## config.mk

```make
export PLATFORM = sky130hd
export DESIGN_NAME = x_oddr_serializer
export DESIGN_NICKNAME = d
export VERILOG_FILES = /design/src/rtl/x_oddr_pkg.sv /design/src/rtl/x_oddr_ser_lane.sv /design/src/rtl/x_oddr_serializer.sv
export SDC_FILE = /design/constraint.sdc
export NUM_CORES = 1
export LEC_CHECK = 0
export ABC_CLOCK_PERIOD_IN_PS = 2740
export CAP_MARGIN = 20
export CORE_MARGIN = 2
export CORE_UTILIZATION = 57
export CTS_CLUSTER_SIZE = 12
export DETAILED_ROUTE_END_ITERATION = 7
export GPL_TIMING_DRIVEN = 1
export PLACE_DENSITY = 0.81
export SKIP_CTS_REPAIR_TIMING = 1
export SYNTH_ARGS = -nofsm -noshare
export SYNTH_HDL_FRONTEND = slang
export SYNTH_SLANG_ARGS = --single-unit
```

## constraint.sdc

```tcl
create_clock -name C -period 2.74 [get_ports C]
set_input_delay 0.548 -clock C [delete_from_list [all_inputs] [get_ports C]]
set_output_delay 0.548 -clock C [all_outputs]
set_load 0.05 [all_outputs]
```

## src/rtl/x_oddr_pkg.sv

```systemverilog
// Shared types and helpers for the DDR output-pair serializer and its lanes.
package x_oddr_pkg;

   typedef enum logic {
      IDLE  = 1'b0,
      SHIFT = 1'b1
   } state_t;

   localparam string ORDER_LSB_FIRST = "LSB_FIRST";
   localparam string ORDER_MSB_FIRST = "MSB_FIRST";

   localparam int MAX_WIDTH = 16;

   // Returns {D2, D1} for pair k of a lane word that is 'width' bits wide.
   function automatic logic [1:0] pair_sel(
      input logic [MAX_WIDTH-1:0] word,
      input logic [3:0]           k,
      input logic [4:0]           width,
      input logic                 msb_first
   );
      logic [3:0] lo;
      lo = msb_first ? 4'(width - 5'd2 - {k, 1'b0}) : {k[2:0], 1'b0};
      return msb_first ? {word[lo], word[lo + 4'd1]} : {word[lo + 4'd1], word[lo]};
   endfunction

endpackage

```

## src/rtl/x_oddr_ser_lane.sv

```systemverilog
// One lane of the serializer: shift-register slice plus registered D1/D2 pair.
module x_oddr_ser_lane
   import x_oddr_pkg::*;
#(
   parameter int   WIDTH     = 8,
   parameter int   KW        = 2,
   parameter logic INIT      = 1'b0,
   parameter bit   MSB_FIRST = 1'b0
) (
   input  logic             clk,
   input  logic             rst_n,
   input  logic             load,
   input  logic             advance,
   input  logic             go_idle,
   input  logic [WIDTH-1:0] load_word,
   input  logic [KW-1:0]    next_k,
   output logic             d1,
   output logic             d2
);

   logic [WIDTH-1:0]     sr;
   logic [MAX_WIDTH-1:0] load_ext;
   logic [MAX_WIDTH-1:0] sr_ext;
   logic [1:0]           load_pair;
   logic [1:0]           shift_pair;

   always_comb begin
      load_ext             = '0;
      load_ext[WIDTH-1:0]  = load_word;
      sr_ext               = '0;
      sr_ext[WIDTH-1:0]    = sr;
      load_pair            = pair_sel(load_ext, 4'd0, 5'(WIDTH), MSB_FIRST);
      shift_pair           = pair_sel(sr_ext, 4'(next_k), 5'(WIDTH), MSB_FIRST);
   end

   // A fresh word drives its pair 0 on the same edge it lands in the slice.
   always_ff @(posedge clk or negedge rst_n) begin
      if (!rst_n) begin
         sr <= '0;
         d1 <= INIT;
         d2 <= INIT;
      end else if (load) begin
         sr       <= load_word;
         {d2, d1} <= load_pair;
      end else if (advance) begin
         {d2, d1} <= shift_pair;
      end else if (go_idle) begin
         d1 <= INIT;
         d2 <= INIT;
      end
   end

endmodule

```

## src/rtl/x_oddr_serializer.sv

```systemverilog
// Parallel-word to per-lane DDR pair serializer with a two-deep word buffer,
// valid/ready input, underrun flag and bitslip.
module x_oddr_serializer
   import x_oddr_pkg::*;
#(
   parameter int    WIDTH     = 8,
   parameter int    LANES     = 1,
   parameter logic  INIT      = 1'b0,
   parameter string BIT_ORDER = ORDER_LSB_FIRST
) (
   input  logic                   C,
   input  logic                   RN,
   input  logic                   CE,
   input  logic                   IN_VALID,
   output logic                   IN_READY,
   input  logic [LANES*WIDTH-1:0] IN_DATA,
   input  logic                   BITSLIP,
   output logic [LANES-1:0]       D1,
   output logic [LANES-1:0]       D2,
   output logic                   BUSY,
   output logic                   UNDERRUN
);

   localparam int            KW        = (WIDTH > 2) ? $clog2(WIDTH / 2) : 1;
   localparam bit            MSB_ORDER = (BIT_ORDER == ORDER_MSB_FIRST);
   localparam logic [KW-1:0] K_LAST    = KW'(WIDTH / 2 - 1);

   state_t                   state, state_next;
   logic [KW-1:0]            k, k_next;
   logic [LANES*WIDTH-1:0]   pend;
   logic                     pend_v;
   logic                     underrun_q, underrun_next;
   logic                     xfer, src_avail, last;
   logic                     do_load, do_adv, do_idle;
   logic [LANES*WIDTH-1:0]   src_word;

   assign xfer      = IN_VALID && !pend_v;
   assign src_avail = pend_v || xfer;
   assign src_word  = pend_v ? pend : IN_DATA;
   assign last      = (k == K_LAST);

   assign IN_READY  = !pend_v;
   assign BUSY      = (state == SHIFT);
   assign UNDERRUN  = underrun_q;

   // Everything in the shift path waits on CE; BITSLIP outranks a word end.
   always_comb begin
      state_next    = state;
      k_next        = k;
      underrun_next = 1'b0;
      do_load       = 1'b0;
      do_adv        = 1'b0;
      do_idle       = 1'b0;
      if (CE) begin
         case (state)
            IDLE: begin
               if (src_avail) begin
                  do_load    = 1'b1;
                  state_next = SHIFT;
                  k_next     = '0;
               end else begin
                  do_idle = 1'b1;
               end
            end
            SHIFT: begin
               if (BITSLIP) begin
                  k_next = k;
               end else if (!last) begin
                  do_adv = 1'b1;
                  k_next = k + KW'(1);
               end else if (src_avail) begin
                  do_load = 1'b1;
                  k_next  = '0;
               end else begin
                  do_idle       = 1'b1;
                  state_next    = IDLE;
                  k_next        = '0;
                  underrun_next = 1'b1;
               end
            end
            default: state_next = IDLE;
         endcase
      end
   end

   always_ff @(posedge C or negedge RN) begin
      if (!RN) begin
         state      <= IDLE;
         k          <= '0;
         underrun_q <= 1'b0;
      end else begin
         state      <= state_next;
         k          <= k_next;
         underrun_q <= underrun_next;
      end
   end

   // A transfer not consumed by a bypass load parks in PEND, even with CE low.
   always_ff @(posedge C or negedge RN) begin
      if (!RN) begin
         pend   <= '0;
         pend_v <= 1'b0;
      end else if (do_load && pend_v) begin
         pend_v <= 1'b0;
      end else if (xfer && !do_load) begin
         pend   <= IN_DATA;
         pend_v <= 1'b1;
      end
   end

   for (genvar l = 0; l < LANES; l++) begin : g_lane
      x_oddr_ser_lane #(
         .WIDTH     (WIDTH),
         .KW        (KW),
         .INIT      (INIT),
         .MSB_FIRST (MSB_ORDER)
      ) u_lane (
         .clk       (C),
         .rst_n     (RN),
         .load      (do_load),
         .advance   (do_adv),
         .go_idle   (do_idle),
         .load_word (src_word[l*WIDTH +: WIDTH]),
         .next_k    (k_next),
         .d1        (D1[l]),
         .d2        (D2[l])
      );
   end

endmodule

```

==> results of run 1 <==
[Yosys cell counts (all sizes together)]
| cell type | number | share of area (%) |
|---|---|---|
| nor2b | 4 | 2.0 |
| o21ai | 3 | 1.2 |
| dfrtp | 23 | 47 |
| and2 | 1 | 0.51 |
| a32o | 2 | 1.6 |
| nand2b | 1 | 0.51 |
| nor3b | 1 | 1.5 |
| clkbuf | 1 | 0.30 |
| nor4 | 1 | 0.51 |
| o22a | 4 | 3.0 |
| o21a | 1 | 0.61 |
| ha | 1 | 1.0 |
| a21oi | 11 | 4.4 |
| buf | 6 | 3.4 |
| o32a | 1 | 1.8 |
| a22oi | 2 | 1.2 |
| and4bb | 1 | 1.0 |
| nand2 | 7 | 2.1 |
| inv | 4 | 1.4 |
| a21o | 1 | 0.61 |
| o31ai | 1 | 0.61 |
| nor2 | 12 | 3.6 |
| nor3 | 3 | 1.2 |
| nor4b | 1 | 0.71 |
| nand3b | 1 | 0.61 |
| mux2 | 8 | 7.3 |
| mux2i | 10 | 8.1 |
| a221o | 2 | 1.6 |
| a21bo | 1 | 0.81 |
[per-stage QoR]
step                      util [%]  std cells
after floorplan                  -        115
after global placement       70.81        155
after detailed placement     70.81        155
after CTS                    72.19        159
after global routing         72.19        159
final                        72.19        159
[cell families after synthesis]
| kind of cell | Yosys count |
|---|---|
| buffers and inverters | 11 |
| flip-flops | 23 |
| AND/OR/NAND/NOR | 33 |
| AO/OA/AOI/OAI | 29 |
| adder cells (fa/ha/maj) | 1 |
| multiplexers | 18 |
[layer usage]
layer	routed length, um	vias up	track usage, %
li1	-	455	-
met1	1051	443	27.68
met2	1072	16	35.31
met3	73	4	3.571
met4	37	0	10.36
met5	0	-	0
[report_power, final]
part | total (mW) | internal (mW) | leakage, nW | switching [mW]
Clock | 0.162 | 0.0547 | 0.0177 | 0.107
Combinational | 0.667 | 0.334 | 0.354 | 0.333
Sequential | 0.630 | 0.494 | 0.266 | 0.135
[final cells by class]
cell class / instances / area, um^2
clock buffers: 3 / 22.52
clock inverters: 1 / 5.005
fillers: 153 / 556.8
inverters: 4 / 17.52
multi-input cells: 81 / 598.1
flip-flops and latches: 23 / 575.6
well taps: 27 / 33.78
repair buffers: 20 / 192.7
[sequential cells by signal, summed over array words and instances, names as in the netlist]
name,count
g_lane.u_lane.d1,1
g_lane.u_lane.sr,8
pend_v,1
UNDERRUN,1
BUSY,1
g_lane.u_lane.d2,1
k,2
pend,8
[worst paths after layout]
path | from | endpoint | slack (ns) | cells after the start
setup reg to reg | k[0] | g_lane[0].u_lane.d1 | 0.55 | 6
max in group asynchronous | RN | pend[0] | 1.96 | 2
hold reg to reg | pend[4] | pend[4] | 0.52 | 1
min in group asynchronous | RN | g_lane[0].u_lane.d2 | 0.56 | 2
setup / recovery | pend_v | IN_READY | 0.48 | 2
hold / removal | pend[4] | pend[4] | 0.52 | 1
==> impl_metrics.py, run 1 <==
metrics = {
    "yosys": {
        "ys_warn_count": 0,
        "yosysUniqueCellTypes": 32,
        "synth_compound_area_share_pct": 17.59,
        "yosysSeqAreaShare_pct": 46.51,
        "synth-xor-area-share_pct": 0,
        "synth-simple-area-share_pct": 14.36,
        "syn_area_per_cell_um2": 10.76,
        "synth_top_family_by_area": "compound AO/OA/AOI/OAI gates",
        "synth_nets": 129,
        "synth-adder-area-share_pct": 1.011,
        "syn-cell-area_um2": 1237,
        "synth.area.mux_share_pct": 15.37,
        "synthCells": 115,
        "synth_seq_cells": 23,
    },
    "cells_and_area": {
        "layout_common_cells": "23 x dfrtp_1, 17 x clkdlybuf4s50_1, 12 x nor2_1",
        "mostFrequentLayoutCell": "dfrtp_1",
        "drive_gt1_share_pct": 15.91,
        "final_area_um2": 1445,
        "diodes": 0,
        "nets": 147,
        "area_growth_pct": 16.78,
    },
    "placement": {
        "gp_congestion": 0.8406,
        "detailed_place.area_um2": 1418,
        "port_buffers": 17,
        "dp_hpwl_um": 1683,
        "pre_cts_slack_ns": 0.2073,
    },
    "pwr": {
        "peakVddDrop_v": 0.0006209,
        "pwr_density_cell_nw_per_um2": 1009,
        "design_power_total_mw": 1.458,
        "p_leak_nw": 0.6382,
    },
    "outcome": {
        "status": "complete, no violations",
    },
    "die": {
        "rows": 16,
        "design.core.area_um2": 2002,
        "initial_core_util_pct": 61.81,
        "die_h_um": 50.60,
        "dieArea_um2": 2560,
        "fp.dieW_um": 50.60,
        "boundaryPins": 18,
    },
    "job": {
        "drv_cap": 0,
    },
    "timing": {
        "clock_skew_ns": 0.0005999,
        "max_slew.worst_pin.slew_ns": 0.5011,
        "grt_setup_unrepaired": "no",
        "finalSetupTns_ns": 0,
        "layout_min_cycle_time_ns": 2.260,
        "slew_viol_final": 0,
        "hold_violations": 0,
        "max_freq_mhz": 442.5,
        "finalCritPeriodShare_pct": 82.48,
        "setup_slack_ns": 0.4801,
        "slew_headroom_pct": 66.49,
        "timing.hold.ws_ns": 0.5204,
        "setup_viol": 0,
    },
    "clock_tree": {
        "clkSinkCount": 23,
        "cts_tree": "yes",
        "clk_latency_ns": 0.32,
        "cts_made_buffers": 3,
        "h-tree-depth": 1,
        "clk_pin_slew_ns": 0.13,
        "root_buffer": "clkbuf_4",
        "cts.path.max_buffers": 2,
    },
    "drt": {
        "viasPerCell": 5.774,
        "ant_nets": 0,
        "drc": 0,
        "wl_um": 2234,
        "wl_per_cell_um": 14.05,
        "dr.pass1.iters": 4,
        "drtIter0Drc": 14,
        "dr_total_vias": 918,
    },
    "worst_setup_path": {
        "crit_slowest_cell": "clkdlybuf4s50_1",
        "crit_required_ns": 2.19,
        "crit_fanout": 9,
        "crit_family": "buffers and inverters",
        "cp_num_buf_inv": 2,
        "crit_type": "reg2out",
        "cp-start-kind": "flop",
        "critical_path.cell_chain": "inv_1 -> clkdlybuf4s50_1",
        "slowest_delay_ns": 0.80,
        "critPathArrivalTime_ns": 1.71,
        "worstSetupEndpointType": "output pin",
    },
    "global_routing": {
        "grt_usage_pct": 21.54,
        "grt_max_degree": 24,
        "grt_overflow": 0,
        "grt_pass1_wl_um": 4077,
        "grt_pass1_vias": 870,
        "antenna_found_initial": 0,
    },
    "worst_hold_path": {
        "hold_path_class": "reg2reg",
    },
}
Note: power is estimated with default switching activity, not from simulation.
==> run 2, diff against run 1 <==
--- a/config.mk
+++ b/config.mk
@@ -5,14 +5,14 @@
 export SDC_FILE = /design/constraint.sdc
 export NUM_CORES = 1
 export LEC_CHECK = 0
-export ABC_CLOCK_PERIOD_IN_PS = 2740
+export ABC_CLOCK_PERIOD_IN_PS = 1900
 export CAP_MARGIN = 20
 export CORE_MARGIN = 2
-export CORE_UTILIZATION = 57
+export CORE_UTILIZATION = 48
 export CTS_CLUSTER_SIZE = 12
 export DETAILED_ROUTE_END_ITERATION = 7
 export GPL_TIMING_DRIVEN = 1
-export PLACE_DENSITY = 0.81
+export PLACE_DENSITY = 0.73
 export SKIP_CTS_REPAIR_TIMING = 1
 export SYNTH_ARGS = -nofsm -noshare
 export SYNTH_HDL_FRONTEND = slang
==> constraint.sdc (replaced) <==
create_clock -name C -period 1.9 [get_ports C]
set_input_delay 0.38 -clock C [delete_from_list [all_inputs] [get_ports C]]
set_output_delay 0.38 -clock C [all_outputs]
set_load 0.05 [all_outputs]
==> run 2 against run 1 <==
Utilization is 7.9 points lower. Critical endpoint is now g_lane[0].u_lane.d1. Power is 54% higher. Largest power group unchanged. Final cell count is 11% higher. First-iteration DRC count is 36% higher. Clock-buffer cell count stayed put. Register-to-register slack worse by 0.54 ns. Global-route usage is 1.7 points lower. Critical path depth is 4 higher.
==> impl_metrics.py, run 2 (same netlist as run 1, synthesis figures left out) <==
metrics = {
    "worst_setup_path": {
        "critical_path.cell_chain": "ha_2 -> and4bb_2 -> mux2i_1 -> a22oi_1 -> a32o_1 -> a221o_1",
        "r2r-start": "k[1]",
        "crit_required_ns": 2.13,
        "crit_path_start": "k[1]",
        "slowest_delay_ns": 0.42,
        "worstSetupEndpointType": "flop",
        "crit_fanout": 3,
        "crit_slowest_cell": "dfrtp_1",
        "cp-start-kind": "flop",
        "crit_type": "reg2reg",
        "crit_family": "compound AO/OA/AOI/OAI gates",
        "critPathArrivalTime_ns": 2.12,
        "cp_num_buf_inv": 0,
    },
    "placement": {
        "place_inst": 172,
        "port_buffers": 17,
        "gp_congestion": 0.7899,
        "pre_cts_slack_ns": -0.3213,
        "dp_hpwl_um": 1991,
        "detailed_place.area_um2": 1530,
    },
    "global_routing": {
        "grt_usage_pct": 19.86,
        "grt_overflow": 0,
        "grt_pass1_vias": 915,
        "grt_pass1_wl_um": 4084,
        "antenna_found_initial": 0,
        "grt_max_degree": 14,
    },
    "timing": {
        "hold_violations": 0,
        "setup_slack_ns": 0.007501,
        "max_slew.worst_pin.slew_ns": 0.4886,
        "setup_viol": 0,
        "clock_skew_ns": 0.01487,
        "max_freq_mhz": 528.4,
        "slew_headroom_pct": 67.33,
        "finalCritPeriodShare_pct": 99.61,
        "layout_min_cycle_time_ns": 1.892,
        "grt_setup_unrepaired": "yes",
        "slew_viol_final": 0,
        "finalSetupTns_ns": 0,
    },
    "die": {
        "design.core.area_um2": 2455,
        "fp.dieW_um": 54.78,
        "boundaryPins": 18,
        "initial_core_util_pct": 50.41,
        "rows": 18,
        "die_h_um": 54.78,
        "dieArea_um2": 3000,
    },
    "drt": {
        "viasPerCell": 5.588,
        "drc": 0,
        "wl_um": 2525,
        "dr.pass1.iters": 4,
        "drtIter0Drc": 19,
        "ant_nets": 0,
        "dr_total_vias": 989,
        "wl_per_cell_um": 14.27,
    },
    "worst_hold_path": {
        "hold_path_class": "in2async",
    },
    "cells_and_area": {
        "area_growth_pct": 27.50,
        "reg_top3": "g_lane.u_lane.sr (8), pend (8), k (2)",
        "diodes": 0,
        "final_area_um2": 1578,
        "drive_gt1_share_pct": 30.61,
        "mostFrequentLayoutCell": "dfrtp_1",
        "layout_common_cells": "22 x dfrtp_1, 21 x buf_4, 13 x clkdlybuf4s50_1",
        "instances_no_fill": 177,
        "multi_input_area_um2": 610.6,
        "nets": 162,
        "fill_cells": 187,
        "seqCellArea_um2": 576.8,
    },
    "clock_tree": {
        "root_buffer": "clkbuf_4",
        "clk_latency_ns": 0.32,
        "clk_pin_slew_ns": 0.14,
        "cts.path.max_buffers": 2,
        "clkSinkCount": 23,
        "h-tree-depth": 1,
        "cts_made_buffers": 3,
        "cts_tree": "yes",
    },
    "pwr": {
        "pwr_density_cell_nw_per_um2": 1427,
        "p_leak_nw": 0.7174,
        "peakVddDrop_v": 0.0008783,
        "design_power_total_mw": 2.252,
    },
    "job": {
        "drv_cap": 0,
    },
    "outcome": {
        "status": "complete, no violations",
    },
}
run 2: changes by cell type in the layout (fill, tap and decap cells not counted), sizes merged:
cell	delta
buf	+19
clkdlybuf4s50	-4
run 2: routing by layer:
layer  share of wire, %  global-route usage [%]  vias to the layer above
li1                   -                       -                      484
met1                 44                   25.83                      473
met2                 49                   30.16                       24
met3                4.8                   3.825                        8
met4                2.4                   12.50                        0
met5                  0                       0                        -
run 2: stage by stage:
step / utilization, % / hold WS (ns)
after floorplan: - / 0.08441
after global placement: 62.33 / 0.4884
after detailed placement: 62.33 / 0.4957
after CTS: 63.46 / 0.3035
after global routing: 64.27 / 0.3206
final: 64.27 / 0.2978
run 2: final timing paths:
| kind | endpoint | slack [ns] | cells after the start |
|---|---|---|---|
| hold reg to reg | pend[6] | 0.52 | 1 |
| max in group asynchronous | g_lane[0].u_lane.sr[5] | 1.14 | 2 |
| hold / removal | pend[6] | 0.30 | 1 |
| min in group C | pend[6] | 0.52 | 1 |
| setup / recovery | g_lane[0].u_lane.d1 | 0.008 | 6 |
| setup reg to reg | g_lane[0].u_lane.d1 | 0.008 | 6 |
run 2: power by group:
group,internal [mW],leakage (nW),total [mW],switching [mW]
registers,0.714,0.266,0.884,0.170
clock network,0.0788,0.0177,0.234,0.156
logic,0.572,0.434,1.13,0.562
run 2: worst reg2reg max path, delay by kind of cell (launching register included):
family,cells,cell delay (ns)
fa+ha+maj,1,0.19
mux,1,0.21
simple gates,1,0.34
flops,1,0.42
compound gates,3,0.63
run 2: cell type report:
type,instances,share of cell area [%]
Clock buffer,3,1.427
Clock inverter,1,0.3172
Multi-Input combinational cell,81,38.70
Tap cell,30,2.379
Inverter,4,1.110
Sequential cell,23,36.56
Timing Repair Buffer,35,19.51
